--- config.mk ---
export PLATFORM = sky130hd
export DESIGN_NAME = ysyx_23060332_ifu_flat
export DESIGN_NICKNAME = d
export VERILOG_FILES = /design/src/rtl/ysyx_23060332_ifu_pkg.sv /design/src/rtl/ysyx_23060332_ifu_if.sv /design/src/rtl/ysyx_23060332_ifu_pc.sv /design/src/rtl/ysyx_23060332_ifu.sv /design/src/flat_wrapper.sv
export SDC_FILE = /design/constraint.sdc
export NUM_CORES = 1
export LEC_CHECK = 0
export ABC_AREA = 1
export CAP_MARGIN = 40
export CORE_MARGIN = 4
export CORE_UTILIZATION = 45
export DETAILED_ROUTE_END_ITERATION = 8
export PLACE_DENSITY = 0.78
export SLEW_MARGIN = 20
export SYNTH_ARGS = -nofsm -noshare
export SYNTH_HDL_FRONTEND = slang
export SYNTH_SLANG_ARGS = --single-unit
--- constraint.sdc ---
create_clock -name clk -period 1.87 [get_ports clk]
set_clock_uncertainty 0.1 [all_clocks]
set_input_delay 0.2805 -clock clk [delete_from_list [all_inputs] [get_ports clk]]
set_output_delay 0.2805 -clock clk [all_outputs]
set_load 0.05 [all_outputs]
--- src/rtl/ysyx_23060332_ifu_pkg.sv ---
// ysyx_23060332_ifu_pkg
//   Shared types and constants for the instruction fetch unit.
//   - INST_W / INST_ADDR_W : instruction word and instruction address widths
//   - INST_NOP             : value presented on inst_o before the first fetch
//   - PC_RESET             : default PC after reset
//   - ifu_state_e          : 3-bit fetch FSM state encoding
//   - is_misaligned()      : true when an address is not word aligned
package ysyx_23060332_ifu_pkg;

    localparam int INST_W      = 32;
    localparam int INST_ADDR_W = 32;

    localparam logic [INST_W-1:0]      INST_NOP = 32'h0000_0013;
    localparam logic [INST_ADDR_W-1:0] PC_RESET = 32'h8000_0000;

    typedef enum logic [2:0] {
        IFU_S_IDLE  = 3'd0,
        IFU_S_REQ   = 3'd1,
        IFU_S_WAIT  = 3'd2,
        IFU_S_HOLD  = 3'd3,
        IFU_S_FAULT = 3'd4
    } ifu_state_e;

    function automatic logic is_misaligned(input logic [INST_ADDR_W-1:0] addr);
        return addr[1:0] != 2'b00;
    endfunction

endpackage

--- src/rtl/ysyx_23060332_ifu_if.sv ---
// ysyx_23060332_ifu_if
//   Bundle of every handshake/bus signal around the fetch unit.
//   Handshake rule (both imem request and inst channels): a transfer happens
//   on a rising clock edge where valid && ready; once valid is raised the
//   producer holds valid and its payload stable until that transfer.
//   imem responses have no ready: a response is consumed whenever it is
//   expected and dropped otherwise.
//   modport master : the fetch unit's view (drives requests, instructions,
//                    fault status)
//   modport slave  : the environment's view (memory + decode/execute)
interface ysyx_23060332_ifu_if;
    import ysyx_23060332_ifu_pkg::*;

    logic                   imem_req_valid;
    logic                   imem_req_ready;
    logic [INST_ADDR_W-1:0] imem_req_addr;
    logic                   imem_resp_valid;
    logic [INST_W-1:0]      imem_resp_data;
    logic                   imem_resp_err;
    logic                   inst_valid;
    logic                   inst_ready;
    logic [INST_W-1:0]      inst_o;
    logic [INST_ADDR_W-1:0] inst_addr;
    logic                   jump_en;
    logic [INST_ADDR_W-1:0] jump_addr;
    logic                   fetch_fault;
    logic [INST_ADDR_W-1:0] fault_addr;

    modport master (
        output imem_req_valid, imem_req_addr,
        input  imem_req_ready,
        input  imem_resp_valid, imem_resp_data, imem_resp_err,
        output inst_valid, inst_o, inst_addr,
        input  inst_ready, jump_en, jump_addr,
        output fetch_fault, fault_addr
    );

    modport slave (
        input  imem_req_valid, imem_req_addr,
        output imem_req_ready,
        output imem_resp_valid, imem_resp_data, imem_resp_err,
        input  inst_valid, inst_o, inst_addr,
        output inst_ready, jump_en, jump_addr,
        input  fetch_fault, fault_addr
    );

endinterface

--- src/rtl/ysyx_23060332_ifu_pc.sv ---
// ysyx_23060332_ifu_pc
//   Program counter register and next-PC selection.
//   Ports:
//     clk, rst_n : clock, asynchronous active-low reset (pc <= RESET_PC)
//     advance    : instruction accepted by decode; load the next PC
//     jump_en    : take jump_addr instead of pc + 4
//     jump_addr  : jump target
//     pc         : current fetch address
//   Build option IFU_MISALIGN_CHECK_EN: when defined, misaligned targets are
//   trapped by the top (advance is suppressed) so the target is loaded as is;
//   when undefined, the low two bits of the target are cleared on load.
module ysyx_23060332_ifu_pc
    import ysyx_23060332_ifu_pkg::*;
#(
    parameter logic [INST_ADDR_W-1:0] RESET_PC = PC_RESET
) (
    input  logic                   clk,
    input  logic                   rst_n,
    input  logic                   advance,
    input  logic                   jump_en,
    input  logic [INST_ADDR_W-1:0] jump_addr,
    output logic [INST_ADDR_W-1:0] pc
);

    logic [INST_ADDR_W-1:0] target;
    logic [INST_ADDR_W-1:0] pc_next;

`ifdef IFU_MISALIGN_CHECK_EN
    assign target = jump_addr;
`else
    assign target = jump_addr & ~INST_ADDR_W'(3);
`endif

    // pc + 4 wraps naturally at 32 bits (0xFFFF_FFFC -> 0x0000_0000).
    assign pc_next = jump_en ? target : pc + INST_ADDR_W'(4);

    always_ff @(posedge clk or negedge rst_n) begin
        if (!rst_n) begin
            pc <= RESET_PC;
        end else if (advance) begin
            pc <= pc_next;
        end
    end

endmodule

--- src/rtl/ysyx_23060332_ifu.sv ---
// ysyx_23060332_ifu
//   Instruction fetch unit: owns the PC, fetches one 32-bit word per
//   instruction from imem and hands it with its address to decode.
//   Ports:
//     clk, rst_n : clock, asynchronous active-low reset
//     bus        : ysyx_23060332_ifu_if.master (imem request/response,
//                  inst channel, jump inputs, sticky fault status)
//     dbg_state  : current FSM state (ifu_state_e encoding)
//   Parameters:
//     RESET_PC : PC after reset
//     TIMEOUT  : wait cycles without a response before faulting (0 = never)
//   Build option IFU_MISALIGN_CHECK_EN: a taken jump to a non word-aligned
//   target faults instead of being silently aligned.
//   Sequence per instruction: REQ (request accepted) -> WAIT (response) ->
//   HOLD (decode accepts) -> REQ, i.e. at best one instruction per 3 cycles.
module ysyx_23060332_ifu
    import ysyx_23060332_ifu_pkg::*;
#(
    parameter logic [INST_ADDR_W-1:0] RESET_PC = PC_RESET,
    parameter int                     TIMEOUT  = 255
) (
    input  logic                     clk,
    input  logic                     rst_n,
    ysyx_23060332_ifu_if.master      bus,
    output logic [2:0]               dbg_state
);

    localparam int CNT_W = (TIMEOUT < 2) ? 1 : $clog2(TIMEOUT + 1);
    // The wait that would bring the count to TIMEOUT is the one that faults.
    localparam logic [CNT_W-1:0] CNT_LAST = CNT_W'(TIMEOUT - 1);

    ifu_state_e             state;
    logic                   req_valid_q;
    logic                   inst_valid_q;
    logic [INST_W-1:0]      inst_q;
    logic [INST_ADDR_W-1:0] inst_addr_q;
    logic                   fault_q;
    logic [INST_ADDR_W-1:0] fault_addr_q;
    logic [CNT_W-1:0]       wait_cnt;
    logic [INST_ADDR_W-1:0] pc;
    logic                   accept;
    logic                   misalign;
    logic                   pc_advance;

    assign accept = inst_valid_q && bus.inst_ready;

`ifdef IFU_MISALIGN_CHECK_EN
    assign misalign = bus.jump_en && is_misaligned(bus.jump_addr);
`else
    assign misalign = 1'b0;
`endif

    // A trapped jump must not move the PC.
    assign pc_advance = accept && !misalign;

    ysyx_23060332_ifu_pc #(
        .RESET_PC (RESET_PC)
    ) u_pc (
        .clk       (clk),
        .rst_n     (rst_n),
        .advance   (pc_advance),
        .jump_en   (bus.jump_en),
        .jump_addr (bus.jump_addr),
        .pc        (pc)
    );

    always_ff @(posedge clk or negedge rst_n) begin
        if (!rst_n) begin
            state        <= IFU_S_IDLE;
            req_valid_q  <= 1'b0;
            inst_valid_q <= 1'b0;
            inst_q       <= INST_NOP;
            inst_addr_q  <= RESET_PC;
            fault_q      <= 1'b0;
            fault_addr_q <= '0;
            wait_cnt     <= '0;
        end else begin
            case (state)
                IFU_S_IDLE: begin
                    state       <= IFU_S_REQ;
                    req_valid_q <= 1'b1;
                end
                IFU_S_REQ: begin
                    if (bus.imem_req_ready) begin
                        state       <= IFU_S_WAIT;
                        req_valid_q <= 1'b0;
                        wait_cnt    <= '0;
                    end
                end
                IFU_S_WAIT: begin
                    if (bus.imem_resp_valid && !bus.imem_resp_err) begin
                        state        <= IFU_S_HOLD;
                        inst_q       <= bus.imem_resp_data;
                        inst_addr_q  <= pc;
                        inst_valid_q <= 1'b1;
                    end else if (bus.imem_resp_valid) begin
                        state        <= IFU_S_FAULT;
                        fault_q      <= 1'b1;
                        fault_addr_q <= pc;
                    end else if ((TIMEOUT != 0) && (wait_cnt == CNT_LAST)) begin
                        state        <= IFU_S_FAULT;
                        fault_q      <= 1'b1;
                        fault_addr_q <= pc;
                    end else begin
                        wait_cnt <= wait_cnt + CNT_W'(1);
                    end
                end
                IFU_S_HOLD: begin
                    if (accept) begin
                        inst_valid_q <= 1'b0;
                        if (misalign) begin
                            state        <= IFU_S_FAULT;
                            fault_q      <= 1'b1;
                            fault_addr_q <= bus.jump_addr;
                        end else begin
                            state       <= IFU_S_REQ;
                            req_valid_q <= 1'b1;
                        end
                    end
                end
                IFU_S_FAULT: begin
                    state        <= IFU_S_FAULT;
                    req_valid_q  <= 1'b0;
                    inst_valid_q <= 1'b0;
                    fault_q      <= 1'b1;
                end
                default: begin
                    state <= IFU_S_IDLE;
                end
            endcase
        end
    end

    assign bus.imem_req_valid = req_valid_q;
    assign bus.imem_req_addr  = pc;
    assign bus.inst_valid     = inst_valid_q;
    assign bus.inst_o         = inst_q;
    assign bus.inst_addr      = inst_addr_q;
    assign bus.fetch_fault    = fault_q;
    assign bus.fault_addr     = fault_addr_q;
    assign dbg_state          = state;

endmodule

--- src/flat_wrapper.sv ---
// flat-port wrapper written by rule: the top's interface ports become plain ports
module ysyx_23060332_ifu_flat import ysyx_23060332_ifu_pkg::*;
#(
    parameter logic [INST_ADDR_W-1:0] RESET_PC = PC_RESET,
    parameter int                     TIMEOUT  = 255
)
  (clk, rst_n, dbg_state, bus_imem_req_valid, bus_imem_req_addr, bus_imem_req_ready, bus_imem_resp_valid, bus_imem_resp_data, bus_imem_resp_err, bus_inst_valid, bus_inst_o, bus_inst_addr, bus_inst_ready, bus_jump_en, bus_jump_addr, bus_fetch_fault, bus_fault_addr);
  ysyx_23060332_ifu_if bus_i ();
  input  logic clk;
  input  logic rst_n;
  output logic [2:0] dbg_state;
  output wire logic [$bits(bus_i.imem_req_valid)-1:0] bus_imem_req_valid;
  output wire logic [$bits(bus_i.imem_req_addr)-1:0] bus_imem_req_addr;
  input wire logic [$bits(bus_i.imem_req_ready)-1:0] bus_imem_req_ready;
  input wire logic [$bits(bus_i.imem_resp_valid)-1:0] bus_imem_resp_valid;
  input wire logic [$bits(bus_i.imem_resp_data)-1:0] bus_imem_resp_data;
  input wire logic [$bits(bus_i.imem_resp_err)-1:0] bus_imem_resp_err;
  output wire logic [$bits(bus_i.inst_valid)-1:0] bus_inst_valid;
  output wire logic [$bits(bus_i.inst_o)-1:0] bus_inst_o;
  output wire logic [$bits(bus_i.inst_addr)-1:0] bus_inst_addr;
  input wire logic [$bits(bus_i.inst_ready)-1:0] bus_inst_ready;
  input wire logic [$bits(bus_i.jump_en)-1:0] bus_jump_en;
  input wire logic [$bits(bus_i.jump_addr)-1:0] bus_jump_addr;
  output wire logic [$bits(bus_i.fetch_fault)-1:0] bus_fetch_fault;
  output wire logic [$bits(bus_i.fault_addr)-1:0] bus_fault_addr;
  assign bus_imem_req_valid = bus_i.imem_req_valid;
  assign bus_imem_req_addr = bus_i.imem_req_addr;
  assign bus_i.imem_req_ready = bus_imem_req_ready;
  assign bus_i.imem_resp_valid = bus_imem_resp_valid;
  assign bus_i.imem_resp_data = bus_imem_resp_data;
  assign bus_i.imem_resp_err = bus_imem_resp_err;
  assign bus_inst_valid = bus_i.inst_valid;
  assign bus_inst_o = bus_i.inst_o;
  assign bus_inst_addr = bus_i.inst_addr;
  assign bus_i.inst_ready = bus_inst_ready;
  assign bus_i.jump_en = bus_jump_en;
  assign bus_i.jump_addr = bus_jump_addr;
  assign bus_fetch_fault = bus_i.fetch_fault;
  assign bus_fault_addr = bus_i.fault_addr;
  ysyx_23060332_ifu #(.RESET_PC(RESET_PC), .TIMEOUT(TIMEOUT)) u_core (.clk(clk), .rst_n(rst_n), .bus(bus_i), .dbg_state(dbg_state));
endmodule
# After elaboration in Yosys (flattened, before gate mapping)
# Cells that the tools add are included.
# totals
regBits,142
in_bits,71
output_inout_bits,134
wordCells,65
# op_classes
addsub,2
eq_ne,13
muxes,24
bitwise,1
n_reduce_logical,16
# ops
op,count
two-way mux 32 bit,3
adder 32 x 3 -> 32 bit (second input constant),1
two-way mux 8 bit,4
one-hot mux 8 bit (2 select lines),1
two-way mux 3 bit,5
one-hot mux 3 bit (5 select lines),1
AND reduction 3 bit,5
adder 8 x 1 -> 8 bit (second input constant),1
== test 8 bit (second input constant),1
!= test 2 bit (second input constant),4
two-way mux 1 bit,7
== test 3 x 2 -> 1 bit (second input constant),2
nonzero test 2 bit,3
AND reduction 5 bit,1
!= test 2 x 1 -> 1 bit (second input constant),2
!= test 4 x 2 -> 1 bit (second input constant),1
one-hot mux 1 bit (4 select lines),1
nonzero test 4 bit,1
== test 3 x 1 -> 1 bit (second input constant),1
== test 3 bit (second input constant),1
zero test 3 bit,1
!= test 3 x 2 -> 1 bit (second input constant),1
one-hot mux 1 bit (3 select lines),1
nonzero test 3 bit,1
5 further kinds,6

# Logic depth before layout (Yosys ltp)
# Gate-level depths: netlist (run 1).
# depth
word_depth,5
mapped_depth,10

# By module
# From an unflattened synthesis (run 1), not the netlist that was laid out.
# hier_totals
hier_cells,907
area_unflattened_um2,6964.2
# by_module_without_submodules
mod,n_inst,cells_per_inst,area_each_um2,seq_area_each_um2
ysyx_23060332_ifu,1,505,4599.4,2757.6
ysyx_23060332_ifu_pc,1,402,2364.8,752.0

# Least setup slack after synthesis (run 1)
# OpenSTA, ideal clock, no wires.
# synth_path
kind,reg2reg
start,reg u_core.u_pc.pc[2]
end,reg u_core.u_pc.pc[28]
setup_ns,0.118
arrival_time_ns,1.786
t_required_ns,1.652
path_slack_ns,-0.134
path_stages_with_launch,11
path_buffers,0
cell_sequence,dfrtp_1 > ha_1 > nand2_1 > nor2_2 > nand2_2 > nor2_1 > nand2_1 > nand2_1 > nand3_1 > nand2_1 > nand2_1
# synth_between
elab_chain_cells,2
# synth_rtl
element,line,rtl
"start, declared",ysyx_23060332_ifu_pc.sv:22,output logic [INST_ADDR_W-1:0] pc
"start signal, assigned",ysyx_23060332_ifu_pc.sv:41,pc <= pc_next;
adder 32 x 3 -> 32 bit,ysyx_23060332_ifu_pc.sv:35,assign pc_next = jump_en ? target : pc + INST_ADDR_W'(4);
two-way mux 32 bit,ysyx_23060332_ifu_pc.sv:35,
# No other way between the ends.
# A chain may end at the register's enable or synchronous reset.

# Worst setup path after layout (run 1)
# layout_path
start,reg u_core.u_pc.pc[2]
end,reg u_core.u_pc.pc[24]
# Same word-level chain as after synthesis.

==> key figures, run 1 <==
Power and ir drop
  • Cell Pwr Density: 2030 nW/µm²
  • Switching Share: between 50% and 60%
  • Seq pwr share: between 20% and 30%
  • Worst VDD drop: around 1.0 mV
  • Leak: between 4 and 5 nW
  • Comb power frac: 53.2%
  • Int Power: roughly 9 mW
  • Overall Power: between 15 and 20 mW
  • P_sw: 9.28 mW
  • Clock network fraction of design power: 18.2%

Worst setup path
  • Reg-to-reg slack, setup: between 0.1 and 0.15 ns
  • Crit path launch type: flop
  • Worst EP required: 2.07 ns
  • Reg2reg start: u_core.u_pc.pc[2]
  • Worst-path cell chain: ha_4, nand2_2, nor2_4, nand2_4, nor2_1, buf_4, nand2_1, nand2_1, nand3_1, nand2_1, nand2_1
  • Crit end category: flop
  • Slowest-stage cell, CP: dfrtp_2
  • Top cell by count, worst path: nand2_1
  • WS Path Type: flop to flop
  • CP max FO: 6
  • CP Launch Point: u_core.u_pc.pc[2]
  • Slowest stage delay, CP: 0.41 ns
  • CP Data Arrival Time: 1.96 ns

Clock tree
  • Clk slew on worst S/H paths: 0.05 ns
  • Clock buffer depth: 2
  • CTS Buf Count: 17
  • TritonCTS clock tree: done
  • Sink Count: approximately 140
  • Root Buffer Master: clkbuf_16
  • Worst skew pair latency: between 0.4 and 0.5 ns
  • H-tree depth: 4

Synth
  • Mean area per synthesized cell: around 7.7 µm²
  • Post-Syn Area: roughly 6500 µm²
  • Cells after Synth: between 800 and 900
  • Sequential area share after synthesis: between 50% and 60%
  • Synth Register Bits: approximately 140
  • Yosys top cell by area: dfrtp_1
  • Largest cells by area after synthesis: dfrtp_1 (51%), nand2_1 (19%), nor2_1 (5.3%)
  • YS warnings: 0
  • Count of cell types in the netlist: 38
  • Synth top area share: roughly half

Floorplan
  • Initial Utilization: a little under half
  • Die H: ~130 µm
  • Die area: 16300 µm²
  • Die Wd: 128 µm
  • Boundary pin count: 205
  • # rows: 43
  • Core ar.: 14000 µm²

Global routing
  • First-pass GRT wire length: 29600 µm
  • GRT overflow: 0
  • Antenna violations before repair: 1
  • GRT Resource Usage Total: between 20% and 30%
  • Largest net degree at the start of global routing: 55
  • Vias in the first global route: just under 6000

Final layout
  • Post-Route Utilization: around two thirds
  • Area Overhead vs Synth: 40.7%
  • Layout cells sized above 1: between 10% and 20%
  • Net count, final: about 1100
  • Filler cell count: 1266

Detailed routing
  • DR vias/cell: roughly 4.9
  • Post-route ant nets: 0
  • DR WL/cell: 15.0 µm
  • Initial DRC count: around 400
  • Final WL: 18600 µm
  • DRC viols: 0
  • Total iterations of the first detailed-routing run: 5
  • Via Count: 6110

Place
  • Post-DP HPWL: between 10000 and 15000 µm
  • Gpl congestion: about 0.86
  • PortBufs: a little under 200

STA
  • Final setup TNS: 0 ns
  • Tmin final: about 1.8 ns
  • Final Hold Viols: 0
  • Fmax: approximately 0.57 GHz
  • # setup viols final: 0
  • Tcrit/Tclk final: a little over nine tenths
  • RSZ-0062 raised after global routing: no
  • Final number of max-transition violations: 0

Flow run
  • Max_cap viols: 0

Run status
  • Status: completed

Worst hold path
  • Worst hold path class: input port to async pin
## repair_timing
action	CTS	global route
hold buffers	1	0
hold endpoints to repair	109	0
gates resized for setup	12	8
setup endpoints to repair	12	9
pin swaps	0	2
setup buffers	0	1
## final timing paths
path | endpoint | cells after the start
min in group clk | u_core.bus.inst_o[4] | 3
worst min-delay path | u_core.wait_cnt[7] | 2
worst max register to register | u_core.u_pc.pc[24] | 11
worst max-delay path | u_core.u_pc.pc[24] | 11
worst min register to register | u_core.bus.inst_o[16] | 2
max in group asynchronous | u_core.bus.fault_addr[13] | 3
## sequential cells by signal, indices dropped and copies added, names as in the netlist
| register | count |
|---|---|
| u_core.bus.fault_addr | 30 |
| u_core.bus.fetch_fault | 1 |
| u_core.bus.imem_req_valid | 1 |
| u_core.bus.inst_addr | 30 |
| u_core.bus.inst_o | 32 |
| u_core.bus.inst_valid | 1 |
| u_core.dbg_state | 3 |
| u_core.u_pc.pc | 30 |
| u_core.wait_cnt | 8 |
## cell usage in the layout (no fill, tap or decap), types with 3 or more instances in the layout
cell / synthesis / layout
nor2_2: 4 / 5
buf_4: 6 / 130
xor2_1: 5 / 5
dfstp_2: 5 / 5
nor2_4: 2 / 3
nand2_1: 321 / 319
dlygate4sd2_1: 0 / 11
clkbuf_16: 0 / 17
nand3_1: 36 / 36
buf_12: 0 / 9
nand4_1: 5 / 5
dfrtp_1: 131 / 129
bufinv_16: 0 / 3
o21ai_1: 47 / 48
nor2_1: 91 / 89
nor3_1: 5 / 5
inv_2: 5 / 5
a21oi_1: 12 / 12
clkdlybuf4s50_1: 0 / 67
o21ai_0: 44 / 43
o22ai_1: 4 / 4
clkbuf_1: 8 / 5
inv_1: 63 / 63
clkinv_2: 1 / 4
conb_1: 1 / 6
## per-stage QoR
step           hold WS, ns  area [µm²]  setup slack [ns]  std cells
2_1_floorplan       -0.115        6480            0.0198        841
3_3_place_gp        0.0686        8460            0.0456       1202
3_5_place_dp        0.0689        8460           0.00930       1202
4_1_cts              0.192        9050            0.0630       1235
5_1_grt              0.217        9090           0.00713       1237
6_report             0.205        9090             0.111       1237
## metal layers
layer / wire length (µm) / vias to the layer above / global-route usage [%]
li1: - / 3034 / -
met1: 8250 / 2844 / 31.6
met3: 1060 / 37 / 4.63
met4: 486 / 0 / 8.30
met5: 0 / - / 0
met2: 8770 / 195 / 36.0
## cell usage after synthesis
master      n
buf_4       6
nand2_4     1
clkinv_2    1
and3_1      1
inv_1      63
conb_1      1
dfstp_2     5
ha_1        3
xor2_1      5
nor2_4      2
buf_1       2
nand3_4     1
clkinv_1    1
dfrtp_1   131
inv_2       5
o211ai_1    2
o21ai_1    47
o31ai_1     1
nand3_1    36
nand3_2     1
nand2_2     1
nor2_1     91
a21oi_4     1
a22oi_1     1
nor2_2      4
nor3_1      5
buf_2      19
o22ai_1     4
o21ai_0    44
nand3b_1    1
buf_6       1
a21oi_1    12
nor2_8      1
and2_1      1
or2_4       1
nand2_1   321
clkbuf_1    8
nand4_1     5
## cell families after synthesis
group                      synth area share, %
buffers and inverters                     7.01
xor gates and xnor gates                 0.678
and+or+nand+nor                           29.8
AOI/OAI and AO/OA                         9.09
other                                   0.0581
DFF                                       52.8
adders and majority gates                0.581
## power groups by stage
stage / combinational, mW / sequential [mW] / clock [mW]
global route: 10.4 / 5.46 / 3.58
finish: 9.83 / 5.26 / 3.37
CTS: 9.86 / 5.24 / 3.43
floorplan: 2.31 / 9.49 / 0
detailed placement: 9.90 / 5.28 / 0
global placement: 9.76 / 5.25 / 0
## worst max-delay path: cells and delay by family (launching register included)
family	cells	cell delay [ns]
AND/OR/NAND/NOR	9	0.83
adder cells (fa/ha/maj)	1	0.15
flip-flops	1	0.41
buffers and inverters	1	0.14
## layout make-up
cell class                 count  area [µm²]  area share, %
timing repair buffer         219        1940           21.4
clock buffer                  24         472           5.19
tap                          180         225           2.48
sequential                   136        3410           37.5
clock inverter                 8         120           1.32
multi-input combinational    599        2650           29.1
antenna                        1        2.50         0.0275
inverter                      70         264           2.91
(Power assumes the default switching activity.)
==> inputs of run 2 (changes only) <==
--- a/config.mk
+++ b/config.mk
@@ -9,6 +9,7 @@
 export CAP_MARGIN = 40
 export CORE_MARGIN = 4
 export CORE_UTILIZATION = 45
+export CTS_BUF_LIST = sky130_fd_sc_hd__clkbuf_8
 export DETAILED_ROUTE_END_ITERATION = 8
 export PLACE_DENSITY = 0.78
 export SLEW_MARGIN = 20
==> run 2 against run 1 <==
Effect of this change: combinational power is essentially flat; count of clock-buffer cells in the layout down 5; worst setup slack improved by 0.0027 ns; critical path depth did not move; sequential power about the same; routed wire length decreased by 0.60%; flip-flop and latch count unchanged; die area unchanged.
==> key figures, run 2 (synthesis results as in run 1) <==
Run status
  • Status: completed

Worst setup path
  • Crit end category: flop
  • Crit path launch type: flop
  • WS Path Type: flop to flop
  • CP max FO: 6
  • CP Data Arrival Time: 1.99 ns
  • Worst EP required: 2.10 ns

Global routing
  • Antenna violations before repair: 1
  • First-pass GRT wire length: slightly below 30000 µm
  • Largest net degree at the start of global routing: 55
  • GRT overflow: 0
  • Vias in the first global route: 5700
  • GRT Resource Usage Total: between 20% and 30%

Floorplan
  • Die H: about 130 µm
  • Die Wd: between 100 and 150 µm
  • Initial Utilization: a little under half
  • Core ar.: 14000 µm²
  • # rows: 43
  • Boundary pin count: around 210
  • Die area: ~16000 µm²

Clock tree
  • Clk slew on worst S/H paths: 0.07 ns
  • Worst skew pair latency: roughly 0.45 ns
  • CTS Buf Count: 17
  • Root Buffer Master: clkbuf_8
  • Clock buffer depth: 2
  • H-tree depth: 4
  • TritonCTS clock tree: done
  • Sink Count: 136

Detailed routing
  • DR WL/cell: ~15 µm
  • Via Count: 6059
  • Final WL: 18500 µm
  • Initial DRC count: 464
  • DR vias/cell: 4.90
  • DRC viols: 0
  • Total iterations of the first detailed-routing run: 5
  • Post-route ant nets: 0

Power and ir drop
  • Comb power frac: a little under three fifths
  • Leak: 4.54 nW
  • Clock network fraction of design power: 14.0%
  • Worst VDD drop: 0.896 mV
  • Switching Share: between 50% and 60%
  • Seq pwr share: a little under a third
  • Cell Pwr Density: about 2000 nW/µm²
  • P_sw: a little over 9 mW
  • Int Power: roughly 8.4 mW

Place
  • PortBufs: 196
  • Post-DP HPWL: 13800 µm
  • Gpl congestion: 0.855

Final layout
  • Most common cell after layout, fill and taps aside: nand2_1
  • Net count, final: between 1000 and 1500
  • Largest register FFs: 32
  • Most frequent cells in the layout: nand2_1 (319), buf_4 (130), dfrtp_1 (129), nor2_1 (89), inv_1 (68)
  • Filler cell count: 1288
  • Area Overhead vs Synth: 37.7%
  • Layout cells sized above 1: between 10% and 20%

STA
  • # setup viols final: 0
  • Worst hold slack: between 0.15 and 0.2 ns
  • Tmin final: 1.76 ns
  • Final Hold Viols: 0
  • RSZ-0062 raised after global routing: no
  • Tcrit/Tclk final: between 90% and 100%
  • Final number of max-transition violations: 0
  • Fmax: between 0.5 and 0.6 GHz
  • Final setup TNS: 0 ns

Flow run
  • Max_cap viols: 0

Worst hold path
  • Worst hold path class: input port to async pin
run 2: worst max-delay path, cell delays in order (launching register included):
cell and delay [ns]:
dfrtp_2 0.42, ha_4 0.15, nand2_2 0.08, nor2_4 0.23, nand2_4 0.12, nor2_1 0.12, buf_4 0.14, nand2_1 0.05
nand2_1 0.05, nand3_1 0.08, nand2_1 0.07, nand2_1 0.04
run 2: power by group through the flow:
stage	Clock [mW]	Combinational, mW	Sequential (mW)
floorplan	0	2.31	9.49
global placement	0	9.76	5.25
detailed placement	0	9.90	5.28
CTS	2.52	9.85	5.24
global route	2.67	10.4	5.45
finish	2.46	9.82	5.26
run 2: worst paths after layout:
| path | start | end | slack (ns) | depth (start not counted) |
|---|---|---|---|---|
| max in group asynchronous | rst_n | u_core.bus.fault_addr[13] | 0.90 | 3 |
| max | u_core.u_pc.pc[2] | u_core.u_pc.pc[24] | 0.11 | 11 |
| max reg2reg | u_core.u_pc.pc[2] | u_core.u_pc.pc[24] | 0.11 | 11 |
| min | rst_n | u_core.bus.inst_o[7] | 0.17 | 2 |
| min in group clk | bus_imem_resp_data[4] | u_core.bus.inst_o[4] | 0.25 | 3 |
| min reg2reg | u_core.bus.inst_o[16] | u_core.bus.inst_o[16] | 0.37 | 2 |
run 2: layer usage:
metal | GRT usage (%) | up-vias | share of wire (%)
met5 | 0 | - | 0
met4 | 7.80 | 0 | 2.4
met3 | 5.58 | 26 | 6.0
met2 | 35.2 | 174 | 47
met1 | 31.4 | 2829 | 44
li1 | - | 3030 | -
run 2: cell type report:
class                      count  area [µm²]  share of cell area [%]
antenna                        1        2.50                  0.0281
clock buffer                  19         262                    2.94
clock inverter                13         139                    1.56
inverter                      70         264                    2.97
multi-input combinational    599        2650                    29.8
sequential                   136        3410                    38.4
tap                          180         225                    2.53
timing repair buffer         219        1940                    21.9
run 2: through the flow:
| step | cell area, µm² | cells | setup slack (ns) | utilization (%) | total power [mW] |
|---|---|---|---|---|---|
| floorplan | 6480 | 841 | 0.0198 | - | 11.8 |
| global placement | 8460 | 1202 | 0.0456 | 60.5 | 15.0 |
| detailed placement | 8460 | 1202 | 0.00930 | 60.5 | 15.2 |
| CTS | 8860 | 1235 | 0.0562 | 63.3 | 17.6 |
| global route | 8900 | 1237 | 0.00277 | 63.6 | 18.5 |
| finish | 8900 | 1237 | 0.113 | 63.6 | 17.5 |
run 2: timing repair:
item / in CTS / in global routing
hold buffers: 1 / 0
pin swaps: 0 / 2
gates resized for setup: 12 / 8
hold endpoints to repair: 133 / 0
setup buffers: 0 / 1
endpoints found under the setup margin: 12 / 9
